**config.mk**
```make
export PLATFORM = sky130hd
export DESIGN_NAME = regfile_wb_arbiter
export DESIGN_NICKNAME = d
export VERILOG_FILES = /design/src/rtl/regfile_wb_arbiter.sv
export SDC_FILE = /design/constraint.sdc
export NUM_CORES = 1
export LEC_CHECK = 0
export BUFFER_PORTS_ARGS = -buffer_cell sky130_fd_sc_hd__buf_2
export CAP_MARGIN = 20
export CORE_AREA = 3 3 88 90
export CTS_CLUSTER_SIZE = 24
export DETAILED_ROUTE_END_ITERATION = 8
export DIE_AREA = 0 0 91 93
export PLACE_DENSITY_LB_ADDON = 0.2
export REMOVE_ABC_BUFFERS = 1
export SYNTH_ARGS = -nofsm -noshare
export SYNTH_HDL_FRONTEND = slang
export SYNTH_SLANG_ARGS = --single-unit
```
**constraint.sdc**
```tcl
create_clock -name clk -period 7 [get_ports clk]
set_input_delay 2.1 -clock clk [delete_from_list [all_inputs] [get_ports clk]]
set_output_delay 2.1 -clock clk [all_outputs]
set_load 0.005 [all_outputs]
```
**src/rtl/regfile_wb_arbiter.sv**
```systemverilog
// Round-robin arbiter sharing the register-file write port among NUM_REQ writeback sources.
// Define WB_FIXED_PRIORITY_EN to replace round-robin with fixed priority (requester 0 highest).
module regfile_wb_arbiter #(
  parameter int unsigned NUM_REQ = 3,
  parameter int unsigned DATA_W  = 32,
  parameter int unsigned ADDR_W  = 5,
  parameter int unsigned ID_W    = 2
) (
  input  logic                      clk,
  input  logic                      rst,
  input  logic                      hold,
  input  logic [NUM_REQ-1:0]        req_valid,
  output logic [NUM_REQ-1:0]        req_ready,
  input  logic [NUM_REQ*ADDR_W-1:0] req_reg,
  input  logic [NUM_REQ*DATA_W-1:0] req_data,
  output logic                      WrEn,
  output logic [ADDR_W-1:0]         WrReg,
  output logic [DATA_W-1:0]         WrData,
  output logic [ID_W-1:0]           grant_id,
  output logic                      busy
);

  logic [NUM_REQ-1:0] elig;
  logic [NUM_REQ-1:0] rot_valid;
  logic [NUM_REQ-1:0] rot_gnt;
  logic [NUM_REQ-1:0] gnt;
  logic               xfer;
  logic [ID_W-1:0]    win_id;
  logic [ADDR_W-1:0]  sel_reg;
  logic [DATA_W-1:0]  sel_data;

`ifndef WB_FIXED_PRIORITY_EN
  logic [ID_W-1:0]      ptr;
  logic [2*NUM_REQ-1:0] gnt_dbl;
`endif

  // Rotate requests so the pointer lands on bit 0, pick the lowest set bit, rotate back.
  always_comb begin
    elig = (rst || hold) ? '0 : req_valid;
`ifdef WB_FIXED_PRIORITY_EN
    rot_valid = elig;
`else
    rot_valid = NUM_REQ'({elig, elig} >> ptr);
`endif
    rot_gnt = '0;
    for (int k = NUM_REQ - 1; k >= 0; k--) begin
      if (rot_valid[k]) rot_gnt = NUM_REQ'(1) << k;
    end
`ifdef WB_FIXED_PRIORITY_EN
    gnt = rot_gnt;
`else
    gnt_dbl = {NUM_REQ'(0), rot_gnt} << ptr;
    gnt     = gnt_dbl[NUM_REQ-1:0] | gnt_dbl[2*NUM_REQ-1:NUM_REQ];
`endif
  end

  // Select the winning requester's payload.
  always_comb begin
    xfer     = |gnt;
    win_id   = '0;
    sel_reg  = '0;
    sel_data = '0;
    for (int i = 0; i < NUM_REQ; i++) begin
      if (gnt[i]) begin
        win_id   = ID_W'(i);
        sel_reg  = req_reg[i*ADDR_W +: ADDR_W];
        sel_data = req_data[i*DATA_W +: DATA_W];
      end
    end
  end

  assign req_ready = gnt;
  assign busy      = (|req_valid & ~xfer) | (|(req_valid & (req_valid - NUM_REQ'(1))));

  // Output stage; writes to register 0 complete the handshake but never assert WrEn.
  always_ff @(posedge clk or posedge rst) begin
    if (rst) begin
      WrEn     <= 1'b0;
      WrReg    <= '0;
      WrData   <= '0;
      grant_id <= '0;
    end else begin
      WrEn <= xfer && (sel_reg != '0);
      if (xfer) begin
        WrReg    <= sel_reg;
        WrData   <= sel_data;
        grant_id <= win_id;
      end
    end
  end

`ifndef WB_FIXED_PRIORITY_EN
  always_ff @(posedge clk or posedge rst) begin
    if (rst) begin
      ptr <= '0;
    end else if (xfer) begin
      ptr <= (win_id == ID_W'(NUM_REQ - 1)) ? '0 : win_id + ID_W'(1);
    end
  end
`endif

endmodule

```
# == After elaboration in Yosys (flattened, before gate mapping) ==
# Index checks and enable logic that the tools add are counted.
# W data, S select, Z words.
# word_totals
ff_bits,42
latch_bits,0
mem_bits_rw,0
romBits,0
inputBits,117
output_inout_bits,44
word_cells,34
n_memories,0
# classes
addsub,2
multipliers,0
div_mod_pow,0
order_cmp,0
n_eq_ne,1
n_shift,2
muxes,13
bitwise,5
n_reduce_logical,6
# op_table
op,count
$mux W32,3
$mux W5,3
$mux W3,4
$reduce_or A3 Y1,3
$shl A3 B2 Y6,1
$shr A6 B2 Y3,1
$reduce_bool A5 Y1,1
$mux W2,2
$and A3 B3 Y3,1
$or A3 B3 Y3,1
$sub A3 B1 Y3 const B,1
$add A2 B1 Y2 const B,1
$eq A2 B2 Y1 const B,1
$and A1 B1 Y1,1
$logic_and A1 B1 Y1,1
$logic_or A1 B1 Y1,1
$mux W1,1
$not A1 Y1,1
$or A1 B1 Y1,1

# == Depth between registers and ports, before layout ==
# depth
word_depth,13
depth_mapped,8
depth_no_buf,6

# == Worst setup path before layout ==
# Ideal clock, no wire load.
# synth_timing
path_kind,input-to-output
startpoint,input port hold
endpoint,output port req_ready[1]
arrival_time_ns,3.140
t_required_ns,4.900
setup_slack_ns,1.760
path_stages,4
n_path_buf,2
path_cell_list,or2_1 > a2111oi_4 > buf_6 > buf_4
# synth_between
elab_chain_cells,8
# synth_lines
element,line_no,text
from (decl),11,"input logic hold,"
$logic_or A1 B1 Y1 *,39,elig = (rst || hold) ? '0 : req_valid;
$mux W3 *,39,
$shr A6 B2 Y3 *,43,"rot_valid = NUM_REQ'({elig, elig} >> ptr);"
$mux W3 (2 in series),47,if (rot_valid[k]) rot_gnt = NUM_REQ'(1) << k;
$mux W3 *,47,
$shl A3 B2 Y6 *,52,"gnt_dbl = {NUM_REQ'(0), rot_gnt} << ptr;"
$or A3 B3 Y3 *,53,gnt = gnt_dbl[NUM_REQ-1:0] | gnt_dbl[2*NUM_REQ-1:NUM_REQ];
to (decl),13,"output logic [NUM_REQ-1:0] req_ready,"
# Mark *: on every way between the ends. The rest lies on a longest branch, timed or not.

# == Final worst setup path ==
# layout_timing
startpoint,input port req_valid[1]
endpoint,output port req_ready[2]
# layout_between
elab_chain_cells,7
# layout_lines
element,line_no,text
from (decl),12,"input logic [NUM_REQ-1:0] req_valid,"
$mux W3 *,39,
$shr A6 B2 Y3 *,43,
$mux W3 (2 in series),47,
$mux W3 *,47,
$shl A3 B2 Y6 *,52,
$or A3 B3 Y3 *,53,
# Marked as above.

==> out/summary.txt <==
Vias in the first global route -> 2504
Hold-fix buffers, CTS -> 0
Placed Area -> 3171 µm²
Worst path top cell family by delay -> compound AO/OA/AOI/OAI gates
Met1 GRT Util -> 20.61%
Setup-failing EPs final -> 0
Area of the multi-input gates -> 1122 µm²
Global-route wire length before repair -> 11.98 mm
Via count -> 2390
Met2 usage -> 30.84%
GR Util met3 -> 5.149%
Fin nets -> 498
Top_reg_cell synth -> dfrtp_1
Bufs and invs on worst path -> 3
Num CTS Buffers -> 5
Largest net degree at the start of global routing -> 42
Final Critical Period -> 5726 ps
CTS resizes -> 0
WL final -> 7.230 mm
Die width -> 91 µm
Post-CTS Setup Inserts -> 0
CP Data Arrival Time -> 3630 ps
Pre-antenna DRT Iters -> 4
EDFF count, synth -> 0
Ys Warns -> 0
CP peak stage delay -> 670 ps
Most common cell on crit path -> buf_2
PwrDens -> 323.0 nW/µm²
Layout cells sized above 1 -> 46.34%
Antenna Violating Nets Remaining -> 0
Max Fanout on Critical Path -> 23
Hold Crit Class -> flip-flop to flip-flop
Worst-skew pair later-pin latency -> 290 ps
CP Data Required Time -> 4900 ps
Design area -> 3287 µm²
Area leader, netlist -> dfrtp_1
Core area -> 7137 µm²
Max-cap viol count -> 0
Flip-flop and latch area -> 1026 µm²
Number of antenna violations at the first check in global routing -> 0
Register area share after synthesis -> 43.32%
Row cnt -> 31
Maximum VDD drop -> 109.2 µV
Filler instances -> 737
Largest cells by area after synthesis -> dfrtp_1, mux2i_1, a32o_1
Critical Path, Cell by Cell -> buf_2 -> inv_1 -> a211o_1 -> and2_4 -> buf_2
Crit share post-route -> 81.80%
Crit. End Element -> primary output
Die Area -> 8463 µm²
Distinct cells, synth -> 41
DR iter-0 viols -> 96
Die height -> 93 µm
Mapped Cells -> 233
CTS max path bufs -> 2
Crit path kind -> primary input to primary output
Avg Synthesized Cell Area -> 10.17 µm²
HPWL after DPL -> 5.220 mm
Gpl congestion -> 0.7395
IO Count -> 161
Total Neg Setup Slack -> 0 ps
Synth-to-layout area growth -> 38.77%
Max Transition Viols Final -> 0
Worst Tran Pin Value -> 955.3 ps
DR WL/cell -> 15.03 µm
Critical path launch point type -> primary input
Max_slew headroom -> 36.17%
DRC viols -> 0
Total inserted antenna cells -> 0
Most frequent cells after synthesis -> dfrtp_1, a21oi_1, inv_1
Fmax -> 174.6 MHz
H-tree depth -> 2
Yosys top cell area share -> 43.32%
CTS Sinks -> 41
Clock Skews -> 2.085 ps
Leak pwr -> 1.682 nW
Yosys reg bits -> 41
Mapped cell area -> 2369 µm²
Crit path max-delay cell type -> a211o_1
Vias/cell -> 4.969
Status -> complete, no violations
Hold Violations, Final -> 0
GRT Util Overall -> 17.36%
CTS tree -> yes
Worst-path clk slew -> 80 ps
Post-synthesis async set-or-reset flop share -> 100.0%
Initial core utilization -> 33.19%
RSZ-0062 raised after global routing -> no
Clock Root Buffer -> clkbuf_8
Port Buf Inserts -> 160
Most frequent cell after synthesis -> dfrtp_1
GR peak layer -> met2
Remaining global-route overflow -> 0
==> cell usage in the layout, fill, tap and decap left out, drive strengths merged, types with 3 or more instances in the layout <==
| cell type | n |
|---|---|
| buf | 162 |
| dfrtp | 41 |
| a21oi | 24 |
| inv | 22 |
| mux2i | 20 |
| a32o | 19 |
| o21ai | 14 |
| a22oi | 13 |
| a2bb2oi | 13 |
| nand2 | 11 |
| clkbuf | 7 |
| nor2 | 3 |
| a211o | 3 |
| a222oi | 3 |
| nand3 | 3 |
==> report_power, final <==
part	internal (W)	switching [W]	total (W)
registers	0.000356	0.0000715	0.000427
logic	0.000224	0.000213	0.000437
clock network	0.000116	0.0000809	0.000197
total	0.000697	0.000365	0.00106
==> flip-flops by register name (all words and copies together), names as in the netlist <==
name      count
WrData       32
WrEn          1
WrReg         5
grant_id      1
ptr           2
==> kinds of logic (layout without fill, tap and decap cells) <==
family | count (synthesis) | after routing | synth area share [%]
and+or+nand+nor | 31 | 31 | 7.133
muxes | 20 | 20 | 8.452
DFF | 41 | 41 | 43.32
buffers and inverters | 43 | 192 | 9.297
adders and majority gates | 1 | 1 | 0.4226
AOI/OAI and AO/OA | 97 | 97 | 31.38
==> routing by layer <==
layer	wire (µm)	up-vias
met1	3063	1117
met3	552	5
li1	-	1167
met5	0	-
met2	3554	101
met4	60	0
==> worst register-to-register path: cells and delay by family, from the launching register on <==
family | cells | cell delay, ps
AOI/OAI and AO/OA | 2 | 1510
and+or+nand+nor | 2 | 970
DFF | 1 | 440
muxes | 1 | 410
==> worst paths after layout <==
kind | from | end | slack, ps | depth (start not counted)
setup / recovery | req_valid[1] | req_ready[2] | 1270 | 5
hold / removal | grant_id[1] | grant_id[1] | 490 | 1
setup reg to reg | ptr[0] | WrData[12] | 3580 | 5
hold reg to reg | grant_id[1] | grant_id[1] | 490 | 1
max in group asynchronous | rst | WrData[24] | 4440 | 2
min in group asynchronous | rst | ptr[1] | 2010 | 2
==> through the flow <==
step | hold slack (ps) | cells | power [W] | setup slack (ps) | utilization (%)
6_report | 487.7 | 481 | 0.001062 | 1274 | 46.06
5_1_grt | 515.1 | 481 | 0.001153 | 1126 | 46.06
4_1_cts | 489.7 | 481 | 0.001081 | 1267 | 46.06
3_5_place_dp | 472.1 | 473 | 0.0008775 | 1268 | 44.43
3_3_place_gp | 468.9 | 473 | 0.0008665 | 1291 | 44.43
2_1_floorplan | 474.0 | 212 | 0.0006578 | 1261 | -
==> layout make-up <==
| cell class | instances | share of cell area (%) |
|---|---|---|
| clock inverters | 1 | 0.9136 |
| flip-flops and latches | 41 | 31.21 |
| clock buffers | 7 | 2.627 |
| well taps | 99 | 3.769 |
| repair buffers | 162 | 24.82 |
| inverters | 22 | 2.512 |
| multi-input cells | 149 | 34.15 |
(Power assumes the default switching activity.)
